<file path="config.mk">
export PLATFORM = sky130hd
export DESIGN_NAME = lfsr_rand_gen
export DESIGN_NICKNAME = d
export VERILOG_FILES = /design/src/rtl/lfsr_rand_gen.sv
export SDC_FILE = /design/constraint.sdc
export NUM_CORES = 1
export LEC_CHECK = 0
export ABC_AREA = 1
export ABC_CLOCK_PERIOD_IN_PS = 7900
export BUFFER_PORTS_ARGS = -buffer_cell sky130_fd_sc_hd__buf_2
export CAP_MARGIN = 20
export CORE_ASPECT_RATIO = 0.75
export CORE_UTILIZATION = 35
export DETAILED_ROUTE_END_ITERATION = 8
export SETUP_SLACK_MARGIN = 0.05
export SLEW_MARGIN = 30
export SYNTH_ARGS = -nofsm -noshare
export SYNTH_HDL_FRONTEND = slang
export SYNTH_SLANG_ARGS = --single-unit
</file>
<file path="constraint.sdc">
create_clock -name clk0 -period 7.9 [get_ports clk0]
set_clock_uncertainty 0.15 [all_clocks]
set_input_delay 0.79 -clock clk0 [delete_from_list [all_inputs] [get_ports clk0]]
set_output_delay 0.79 -clock clk0 [all_outputs]
set_load 0.02 [all_outputs]
</file>
<file path="src/rtl/lfsr_rand_gen.sv">
// Fibonacci LFSR random source with enable-gated free run, run-time seeding
// and a bounded draw port using rejection sampling with a deterministic fallback.
module lfsr_rand_gen #(
   parameter int unsigned      WIDTH     = 16,
   parameter logic [WIDTH-1:0] TAPS      = 16'hB400,
   parameter logic [WIDTH-1:0] SEED      = 16'hACE1,
   parameter int unsigned      OUT_W     = 8,
   parameter int unsigned      MAX_TRIES = 4
) (
   input  logic             clk0,
   input  logic             rst_n,
   input  logic             en,
   input  logic             seed_load,
   input  logic [WIDTH-1:0] seed_in,
   output logic [WIDTH-1:0] rand_out,
   input  logic             req_valid,
   input  logic [OUT_W-1:0] req_lim,
   output logic             req_ready,
   output logic             rsp_valid,
   input  logic             rsp_ready,
   output logic [OUT_W-1:0] rsp_data,
   output logic             rsp_fallback
);

   localparam int unsigned      ATT_W    = $clog2(MAX_TRIES) + 1;
   localparam logic [ATT_W-1:0] LAST_TRY = ATT_W'(MAX_TRIES - 1);
   localparam logic [ATT_W-1:0] ATT_ONE  = ATT_W'(1);
   localparam logic [OUT_W-1:0] LIM_ONE  = OUT_W'(1);

   typedef enum logic [1:0] {
      IDLE = 2'd0,
      DRAW = 2'd1,
      HOLD = 2'd2
   } state_t;

   state_t           state_r;
   state_t           state_nxt_s;
   logic [WIDTH-1:0] s_r;
   logic [WIDTH-1:0] s_nxt_s;
   logic [OUT_W-1:0] lim_r;
   logic [ATT_W-1:0] attempts_r;
   logic [OUT_W-1:0] rsp_data_r;
   logic             rsp_fallback_r;
   logic             req_ready_r;
   logic             rsp_valid_r;
   logic             req_ready_nxt_s;
   logic             rsp_valid_nxt_s;
   logic             step_s;
   logic             req_acc_s;
   logic [OUT_W-1:0] cand_s;
   logic [OUT_W-1:0] diff_s;
   logic [OUT_W-1:0] fb_data_s;
   logic             accept_s;
   logic             last_try_s;

   function automatic logic parity(input logic [WIDTH-1:0] v);
      return ^v;
   endfunction

   // Candidate evaluation for the current draw attempt
   always_comb begin
      cand_s     = s_r[OUT_W-1:0];
      accept_s   = (cand_s < lim_r);
      diff_s     = cand_s - lim_r;
      last_try_s = (attempts_r == LAST_TRY);
      req_acc_s  = (state_r == IDLE) && req_valid;
      if (diff_s < lim_r) begin
         fb_data_s = diff_s;
      end else begin
         fb_data_s = lim_r - LIM_ONE;
      end
   end

   // LFSR next state: seed load beats stepping; DRAW forces a step
   always_comb begin
      case (state_r)
         DRAW:      step_s = 1'b1;
         IDLE,
         HOLD:      step_s = en;
         default:   step_s = 1'b0;
      endcase
      if (seed_load) begin
         s_nxt_s = (seed_in == {WIDTH{1'b0}}) ? SEED : seed_in;
      end else if (step_s) begin
         s_nxt_s = {s_r[WIDTH-2:0], parity(s_r & TAPS)};
      end else begin
         s_nxt_s = s_r;
      end
   end

   // Draw FSM next-state logic
   always_comb begin
      state_nxt_s = state_r;
      case (state_r)
         IDLE: begin
            if (req_acc_s) begin
               state_nxt_s = (req_lim == {OUT_W{1'b0}}) ? HOLD : DRAW;
            end else begin
               state_nxt_s = IDLE;
            end
         end
         DRAW: begin
            if (accept_s || last_try_s) begin
               state_nxt_s = HOLD;
            end else begin
               state_nxt_s = DRAW;
            end
         end
         HOLD: begin
            if (rsp_ready) begin
               state_nxt_s = IDLE;
            end else begin
               state_nxt_s = HOLD;
            end
         end
         default: state_nxt_s = IDLE;
      endcase
   end

   // Handshake flags decoded from the next state so they come out of flops
   always_comb begin
      case (state_nxt_s)
         IDLE:    begin req_ready_nxt_s = 1'b1; rsp_valid_nxt_s = 1'b0; end
         HOLD:    begin req_ready_nxt_s = 1'b0; rsp_valid_nxt_s = 1'b1; end
         default: begin req_ready_nxt_s = 1'b0; rsp_valid_nxt_s = 1'b0; end
      endcase
   end

   // FSM state and handshake flag registers
   always_ff @(posedge clk0) begin
      if (!rst_n) begin
         state_r     <= IDLE;
         req_ready_r <= 1'b1;
         rsp_valid_r <= 1'b0;
      end else begin
         state_r     <= state_nxt_s;
         req_ready_r <= req_ready_nxt_s;
         rsp_valid_r <= rsp_valid_nxt_s;
      end
   end

   // LFSR, captured limit, attempt counter and response registers
   always_ff @(posedge clk0) begin
      if (!rst_n) begin
         s_r            <= SEED;
         lim_r          <= {OUT_W{1'b0}};
         attempts_r     <= {ATT_W{1'b0}};
         rsp_data_r     <= {OUT_W{1'b0}};
         rsp_fallback_r <= 1'b0;
      end else begin
         s_r <= s_nxt_s;
         case (state_r)
            IDLE: begin
               if (req_acc_s) begin
                  lim_r      <= req_lim;
                  attempts_r <= {ATT_W{1'b0}};
                  if (req_lim == {OUT_W{1'b0}}) begin
                     rsp_data_r     <= {OUT_W{1'b0}};
                     rsp_fallback_r <= 1'b0;
                  end
               end
            end
            DRAW: begin
               if (accept_s) begin
                  rsp_data_r     <= cand_s;
                  rsp_fallback_r <= 1'b0;
               end else if (last_try_s) begin
                  rsp_data_r     <= fb_data_s;
                  rsp_fallback_r <= 1'b1;
               end else begin
                  attempts_r <= attempts_r + ATT_ONE;
               end
            end
            default: begin
               lim_r <= lim_r;
            end
         endcase
      end
   end

   assign rand_out     = s_r;
   assign req_ready    = req_ready_r;
   assign rsp_valid    = rsp_valid_r;
   assign rsp_data     = rsp_data_r;
   assign rsp_fallback = rsp_fallback_r;

endmodule

</file>
# Word level (Yosys, flattened, before mapping)
# Cells that the tools add are included.
# word_totals
ff_bits,40
input_bits,30
output_inout_bits,27
elab_cells,61
# op_classes
add_sub_neg,3
magnitude_cmp,2
n_eq_ne,9
n_mux,26
reduce_logical,13
# ops
op,count
$mux 16,3
$mux 8,5
$logic_not 16->1,1
$lt 8x8->1,2
$pmux 8 s2,1
$reduce_xor 16->1,1
$mux 3,3
$logic_not 8->1,1
$mux 2,4
$reduce_and 4->1,2
$sub 8x1->8 const B,1
$sub 8x8->8,1
$mux 1,6
$ne 2x2->1 const B,3
$pmux 2 s3,1
$pmux 3 s2,1
$eq 2x2->1 const B,2
$logic_not 2->1,2
$pmux 1 s2,2
$reduce_bool 2->1,2
$add 3x1->3 const B,1
$eq 3x2->1 const B,1
$ne 3x3->1 const B,1
$eq 2x1->1 const B,1
other kinds (5),5

# Logic depth before layout (Yosys ltp)
# Gate-level depths: netlist of the first run.
# depth
word_depth,6
depth_mapped,21
ltp_nobuf,21

# Worst setup path before layout of the first run
# Ideal clock, no wire load.
# synth_timing
path_kind,flip-flop to flip-flop
start,register s_r[0] (netlist: rand_out[0])
end,register rsp_data_r[5] (netlist: rsp_data[5])
setup_ns,0.118
arrival_time_ns,2.654
required_ns,7.632
setup_slack_ns,4.978
path_stages_with_launch,21
n_path_buf,0
period_less_slack_ns,2.922
path_cell_list,dfxtp_1 inv_1 ha_1 fa_1 inv_1 nand2_1 nand2_4 nand3_1 nand2_1 nand2_1 nand2_1 inv_1 ha_1 nand2_1 nor2_1 nor2_2 nand2_1 inv_1 nand2_1 nand3_1 a21oi_2
# synth_between
elab_chain_cells,6
elab_cells_between_ends,9
cone_classes,add/sub (1); order compare (2); eq/ne (1); mux (4); reduce/logical (1)
# synth_lines
item,line,rtl
"start, declared",38,logic [WIDTH-1:0] s_r;
"start signal, assigned",151,s_r <= s_nxt_s;
$sub 8x8->8,64,diff_s = cand_s - lim_r;
$lt 8x8->1,67,if (diff_s < lim_r) begin
$mux 8,67,
$mux 8,167,end else if (last_try_s) begin
$mux 8,164,if (accept_s) begin
$pmux 8 s2,152,case (state_r)
"end signal, assigned",158,rsp_data_r <= {OUT_W{1'b0}};
"end signal, assigned",165,rsp_data_r <= cand_s;
"end signal, assigned",168,rsp_data_r <= fb_data_s;
"end, declared",42,logic [OUT_W-1:0] rsp_data_r;
# Several ways; a longest one is shown, not always the timed one. The select of a mux whose other input is x is not followed.
# A chain may end at the register's enable or synchronous reset.

# Final worst setup path of the first run
# Same ends and word-level chain as after synthesis.

==> qor.txt, run 1 <==
Switching Share: 41.9%
H-tree depth: 2
status: completed
grt ovf: 0
Syn Nets: 490
Starting DRT DRC Count: 194
crit path max fanout: 9
EDFF count, synth: 0
row cnt: 28
cell chain of the critical path: inv_1 > ha_1 > fa_1 > inv_1 > nand2_1 > nand2_4 > nand3_1 > nand2_1 > nand2_1 > nand2_1 > inv_1 > ha_1 > nand2_1 > nor2_1 > nand2_1 > nand2_1 > inv_1 > nand2_1 > nand3_1 > a21oi_2
most frequent CP cell: nand2_1
Die Height: 80.3 um
nets: 542
layout cells sized above 1: 18.3%
Reg power frac: 33.2%
Synth top area share: 28.0%
Layout fillers: 853
Root Driver: clkbuf_8
Buf+Inv Stages, Crit Path: 4
Post-CTS Setup Bufs: 0
Routed WL: 8260 um
clock network fraction of total power: 24.6%
Max VDD drop: 94.3 uV
PortBufs: 56
Avg Vias per Cell: 4.99
number of global-route vias before repair: 2777
final core occ: 42.1%
Pre-antenna DRT Iters: 5
initial antenna violation count: 0
final setup violation count: 0
largest net degree at the start of global routing: 29
clk_lat worst skew: 0.31 ns
I/O Pins: 57
actual slew at the worst max-slew pin: 0.726 ns
GRT met2 Usage: 31.8%
RSZ-0062 raised after global routing: false
P_sw: 307 uW
Most Crowded Layer GR: met2
Period minus WS final: 3.16 ns
Worst Path Required: 8.00 ns
final setup TNS: 0 ns
Hold Slack: 0.348 ns
PostCTS Resize Cnt: 0
combinational group share of total power: 42.2%
largest area contributor in the netlist: dfxtp_1
most numerous cell in the Yosys netlist: nand2_1
synthesis-stage register bit count: 40
Synth Flop Type: dfxtp_1
critical path's slowest cell: dfxtp_1
routed length per instance: 13.8 um
Hold Path Class: reg -> reg
core area: 0.00792 mm^2
pre-CTS setup slack: 4.79 ns
Initial Util: 36.1%
HPWL after DPL: 6460 um
Pint: 426 uW
All-Layer GR Usage: 20.7%
setup ws final: 4.74 ns
TritonCTS buffer count: 5
Max Freq: 316 MHz
met1 usage: 29.3%
Design Power: 733 uW
critical path class: reg -> reg
clk sinks: 40
Worst EP arrival: 3.27 ns
list of most frequent post-synthesis cells: nand2_1, inv_1, dfxtp_1
maximum clock path buffer count: 2
Pleak: 0.00180 uW
grt met3 use: 3.57%
Pwr Density: 220 mW/mm^2
dominant cells by area after synthesis: dfxtp_1, nand2_1, inv_1
first-pass GRT wire length: 13700 um
fin crit share: 40.1%
via total after detailed routing: 2985
critical path startpoint category: flip-flop
sequential fraction of the synthesis area: 28.0%
Synth async-reset ratio: 0%
routability cong.: 0.944
DRT antenna net count: 0
area grow syn2layout: 16.4%
hold violation total from the final report: 0
Rel. slew slack: 51.6%
Synth Warn #: 0
Unique masters post-synth: 35
max-cap viol count: 0
Synth Instances: 440
drt drc: 0
clk slew on worst S/H paths: 0.09 ns
CP Capture Type: flip-flop
Max stage delay on crit path: 0.41 ns
Final Max Tran Viols: 0
Die X: 106 um
Die Area: 0.00854 mm^2
CTS tree: done
Avg Cell Area, Syn: 6.50 um^2
Synth Cell Area: 0.00286 mm^2
Post-CTS Hold Fix Bufs: 0
CP delay by family, top: simple AND/OR/NAND/NOR gates
n_diodes: 0
## cells by family (layout without fill, tap and decap cells)
group	count (synthesis)	in the layout	synth area share, %
buffers and inverters	91	144	12.6
DFF	40	40	28.0
xor gates and xnor gates	6	6	1.84
and+or+nand+nor	220	220	35.7
adders and majority gates	20	20	9.01
AOI/OAI and AO/OA	63	63	12.9
## worst reg2reg max path, delay by kind of cell (launching register included)
family | cells | cell delay (ns)
adder cells (fa/ha/maj) | 3 | 0.91
buffers and inverters | 4 | 0.33
AO/OA/AOI/OAI | 1 | 0.12
flip-flops | 1 | 0.41
AND/OR/NAND/NOR | 12 | 1.18
## power by group through the flow
stage,clock network (uW),registers [uW],logic (uW)
floorplan,0,259,212
global placement,0,248,298
detailed placement,0,248,305
CTS,184,243,307
global route,193,246,349
finish,180,243,309
## layout make-up
type                    count  area (um^2)  area share [%]
well taps                 105          131            3.94
repair buffers             56          280            8.41
multi-input cells         309         1700            51.1
clock buffers               5         68.8            2.07
clock inverters             3         46.3            1.39
flip-flops and latches     40          801            24.0
inverters                  80          303            9.09
## layout by cell type (no fill, tap or decap), types with 8 or more instances in the layout
cell type and count:
a31oi_1 8, nand3_1 36, nand4_1 11, ha_1 19, inv_1 76, o21ai_0 22, a21oi_1 17, buf_2 56
dfxtp_1 40, nand2_1 116, nor2_1 31
## registers in the layout (all words and copies together) (netlist names)
name          flops
attempts_r        3
lim_r             8
rand_out         16
req_ready         1
rsp_data          8
rsp_fallback      1
rsp_valid         1
state_r           2
## per-stage QoR
| step | cell area (um^2) | std cells |
|---|---|---|
| detailed placement | 3220 | 590 |
| global route | 3330 | 598 |
| floorplan | 2860 | 440 |
| CTS | 3330 | 598 |
| finish | 3330 | 598 |
| global placement | 3220 | 590 |
## layer usage
layer  share of wire, %  up-vias
met5                  0        -
met4                1.6        0
met3                5.6       13
met2                 41       90
met1                 51     1370
li1                   -     1512
## final timing paths
| kind | from | end | slack, ns | depth (start not counted) |
|---|---|---|---|---|
| worst max-delay path | rand_out[0]$_SDFFE_PN1P_ | rsp_data[5]$_SDFFE_PN0P_ | 4.74 | 20 |
| worst min-delay path | attempts_r[2]$_SDFFE_PN0P_ | attempts_r[2]$_SDFFE_PN0P_ | 0.35 | 2 |
| worst max register to register | rand_out[0]$_SDFFE_PN1P_ | rsp_data[5]$_SDFFE_PN0P_ | 4.74 | 20 |
| worst min register to register | attempts_r[2]$_SDFFE_PN0P_ | attempts_r[2]$_SDFFE_PN0P_ | 0.35 | 2 |
No activity file was read; power rests on OpenSTA's default activity.
==> run 2, diff against run 1 <==
Settings changed: ABC_AREA 1 to 0, ABC_CLOCK_PERIOD_IN_PS 7900 to 2700.
Clock period 7.9 ns to 2.7 ns, I/O delays scaled along.
==> run 2 against run 1 <==
The flow now finishes with violations (setup timing). Non-clock buffer count grew 66. Total power grew to 3.0 times the previous value. Critical path depth shrank 7. Design area grew 8.8%. Setup slack lost 5.1 ns. Flip-flop and latch count is the same. Largest power group unchanged. Critical endpoint is now rsp_data[0]$_SDFFE_PN0P_. Synthesized cell count shrank 30%.
==> qor.txt, run 2 <==
Routed WL: 8000 um (was 8260 um)
Worst Path Required: 2.77 ns (was 8.00 ns)
Final Max Tran Viols: 0 (unchanged)
H-tree depth: 2 (unchanged)
Pleak: 0.00162 uW (was 0.00180 uW)
Starting DRT DRC Count: 155 (was 194)
Worst Reg-to-Reg Cells: 13 (was 20)
I/O Pins: 57 (unchanged)
routability cong.: 0.866 (was 0.944)
RSZ-0062 raised after global routing: true (was false)
largest net degree at the start of global routing: 23 (was 29)
routed length per instance: 15.3 um (was 13.8 um)
grt ovf: 0 (unchanged)
clk_lat worst skew: 0.30 ns (was 0.31 ns)
most frequent cells in the layout: buf_4, buf_2, nand2_1 (was nand2_1, inv_1, buf_2)
failing checks: setup timing
Synth Cell Area: 0.00255 mm^2 (was 0.00286 mm^2)
Avg Cell Area, Syn: 8.27 um^2 (was 6.50 um^2)
list of most frequent post-synthesis cells: dfxtp_1, nand2_1, inv_1 (was nand2_1, inv_1, dfxtp_1)
CP Capture Point: rsp_data[0]$_SDFFE_PN0P_ (was rsp_data[5]$_SDFFE_PN0P_)
HPWL after DPL: 6390 um (was 6460 um)
fin crit share: 115% (was 40.1%)
clk sinks: 40 (unchanged)
n_diodes: 0 (unchanged)
actual slew at the worst max-slew pin: 0.720 ns (was 0.726 ns)
row cnt: 26 (was 28)
r2r setup slk: -0.41 ns (was 4.74 ns)
Initial Util: 36.9% (was 36.1%)
critical path startpoint category: flip-flop (unchanged)
area grow syn2layout: 41.8% (was 16.4%)
TritonCTS buffer count: 5 (unchanged)
CP Launch Point: rand_out[0]$_SDFFE_PN1P_ (unchanged)
Unique masters post-synth: 54 (was 35)
Post-CTS Hold Fix Bufs: 0 (unchanged)
pre-CTS setup slack: -0.474 ns (was 4.79 ns)
EDFF count, synth: 0 (unchanged)
Period minus WS final: 3.11 ns (was 3.16 ns)
Synth Flop Type: dfxtp_1 (unchanged)
crit path max fanout: 4 (was 9)
clk slew on worst S/H paths: 0.08 ns (was 0.09 ns)
CP Capture Type: flip-flop (unchanged)
Pre-antenna DRT Iters: 4 (was 5)
hold violation total from the final report: 0 (unchanged)
Hold Path Class: in -> reg (was reg -> reg)
cell chain of the critical path: inv_4 > ha_4 > fa_2 > nor2b_4 > o31a_4 > o31a_4 > nor3_4 > ha_4 > a21o_1 > a21oi_2 > o21a_2 > mux2_2 > o211ai_1 (was inv_1 > ha_1 > fa_1 > inv_1 > nand2_1 > nand2_4 > nand3_1 > nand2_1 > nand2_1 > nand2_1 > inv_1 > ha_1 > nand2_1 > nor2_1 > nand2_1 > nand2_1 > inv_1 > nand2_1 > nand3_1 > a21oi_2)
initial antenna violation count: 0 (unchanged)
Pwr Density: 616 mW/mm^2 (was 220 mW/mm^2)
Post-Layout Cell Count: 523 (was 598)
Root Driver: clkbuf_8 (unchanged)
layout cells sized above 1: 40.0% (was 18.3%)
hold depth: 3 (was 2)
status: finished, violations left (was completed)
Synth Warn #: 0 (unchanged)
All-Layer GR Usage: 21.7% (was 20.7%)
Synth async-reset ratio: 0% (unchanged)
RR Endpoint: rsp_data[0]$_SDFFE_PN0P_ (was rsp_data[5]$_SDFFE_PN0P_)
Worst EP arrival: 3.18 ns (was 3.27 ns)
CTS tree: done (unchanged)
Syn Nets: 359 (was 490)
most numerous cell in the Yosys netlist: dfxtp_1 (was nand2_1)
Synth Instances: 309 (was 440)
Synth top area share: 31.3% (was 28.0%)
Max Freq: 322 MHz (was 316 MHz)
DRT antenna net count: 0 (unchanged)
drt drc: 0 (unchanged)
Max stage delay on crit path: 0.36 ns (was 0.41 ns)
dpl cells: 506 (was 590)
most common cell after layout, fill and taps aside: buf_4 (was nand2_1)
critical path class: reg -> reg (unchanged)
Die Height: 76.0 um (was 80.3 um)
Rel. slew slack: 51.6% (about the same)
Avg Vias per Cell: 5.19 (was 4.99)
core area: 0.00693 mm^2 (was 0.00792 mm^2)
via total after detailed routing: 2715 (was 2985)
critical path's slowest cell: dfxtp_4 (was dfxtp_1)
Die Area: 0.00765 mm^2 (was 0.00854 mm^2)
synthesis-stage register bit count: 40 (unchanged)
max-cap viol count: 0 (unchanged)
worst r2r src: rand_out[0]$_SDFFE_PN1P_ (unchanged)
number of flip-flops in the largest register: 16 (unchanged)
PortBufs: 56 (unchanged)
Max VDD drop: 259 uV (was 94.3 uV)
largest area contributor in the netlist: dfxtp_1 (unchanged)
Die X: 101 um (was 106 um)
setup ws final: -0.408 ns (was 4.74 ns)
nets: 474 (was 542)
sequential fraction of the synthesis area: 31.3% (was 28.0%)
first-pass GRT wire length: 12800 um (was 13700 um)
number of global-route vias before repair: 2526 (was 2777)
maximum clock path buffer count: 2 (unchanged)
dominant cells by area after synthesis: dfxtp_1, ha_1, nand2_1 (was dfxtp_1, nand2_1, inv_1)
final setup violation count: 8 (was 0)
==> run 2: cells by family (layout without fill, tap and decap cells) <==
logic type / count (synthesis) / count (layout) / share of synthesized area (%)
flip-flops: 40 / 40 / 31.3
buffers and inverters: 38 / 154 / 6.17
multiplexers: 9 / 9 / 3.62
AND/OR/NAND/NOR: 105 / 105 / 20.7
AO/OA/AOI/OAI: 87 / 87 / 24.7
XOR/XNOR: 10 / 10 / 3.43
adder cells (fa/ha/maj): 20 / 20 / 10.1
==> run 2: what timing repair did <==
item / 4_1_cts / 5_1_grt
pin swaps: 10 / 3
setup buffers: 8 / 1
gates resized for setup: 18 / 1
endpoints found under the setup margin: 8 / 8
==> run 2: final cells by class <==
| cell class | count | area [um^2] |
|---|---|---|
| clock buffers | 5 | 68.8 |
| clock inverters | 3 | 18.8 |
| fillers | 684 | 3310 |
| inverters | 24 | 92.6 |
| multi-input cells | 231 | 1720 |
| flip-flops and latches | 40 | 817 |
| well taps | 98 | 123 |
| repair buffers | 122 | 783 |
==> run 2: per-stage QoR <==
step           power [uW]  setup TNS (ns)  utilization (%)  hold WS, ns  area (um^2)
2_1_floorplan        1310           -2.12                -        0.248         2620
5_1_grt              2370           -3.97             52.3       0.0807         3620
3_5_place_dp         1690           -3.22             48.7        0.304         3370
6_report             2230           -2.86             52.3       0.0670         3620
4_1_cts              2210           -2.69             52.0       0.0626         3600
3_3_place_gp         1680           -2.98             48.7        0.305         3370
==> run 2: how the worst min path moves through the flow <==
| stage | startpoint | endpoint | slack [ns] |
|---|---|---|---|
| 2_1_floorplan | req_lim[2] | lim_r[2]$_SDFFE_PN0P_ | 0.25 |
| 3_3_place_gp | attempts_r[2]$_SDFFE_PN0P_ | attempts_r[2]$_SDFFE_PN0P_ | 0.30 |
| 3_5_place_dp | rsp_fallback$_SDFFE_PN0P_ | rsp_fallback$_SDFFE_PN0P_ | 0.30 |
| 4_1_cts | req_lim[1] | lim_r[1]$_SDFFE_PN0P_ | 0.06 |
| 5_1_grt | req_lim[3] | lim_r[3]$_SDFFE_PN0P_ | 0.08 |
| 6_report | req_lim[1] | lim_r[1]$_SDFFE_PN0P_ | 0.07 |
==> run 2: power breakdown <==
part           internal (uW)  switching [uW]
clock                    180             222
sequential               643            40.7
combinational            575             568
==> run 2: routing by layer <==
metal	wire length, um	vias up	global-route usage, %
li1	-	1358	-
met1	4060	1277	34.1
met2	3270	72	30.6
met3	608	8	3.49
met4	57	0	4.35
met5	0	-	0
==> run 2: critical path, delay by kind of cell (launching register included) <==
family,cells,cell delay (ns)
buffers and inverters,1,0.06
adders and majority gates,3,0.60
and+or+nand+nor,2,0.23
DFF,1,0.36
AOI/OAI and AO/OA,6,1.28
muxes,1,0.34
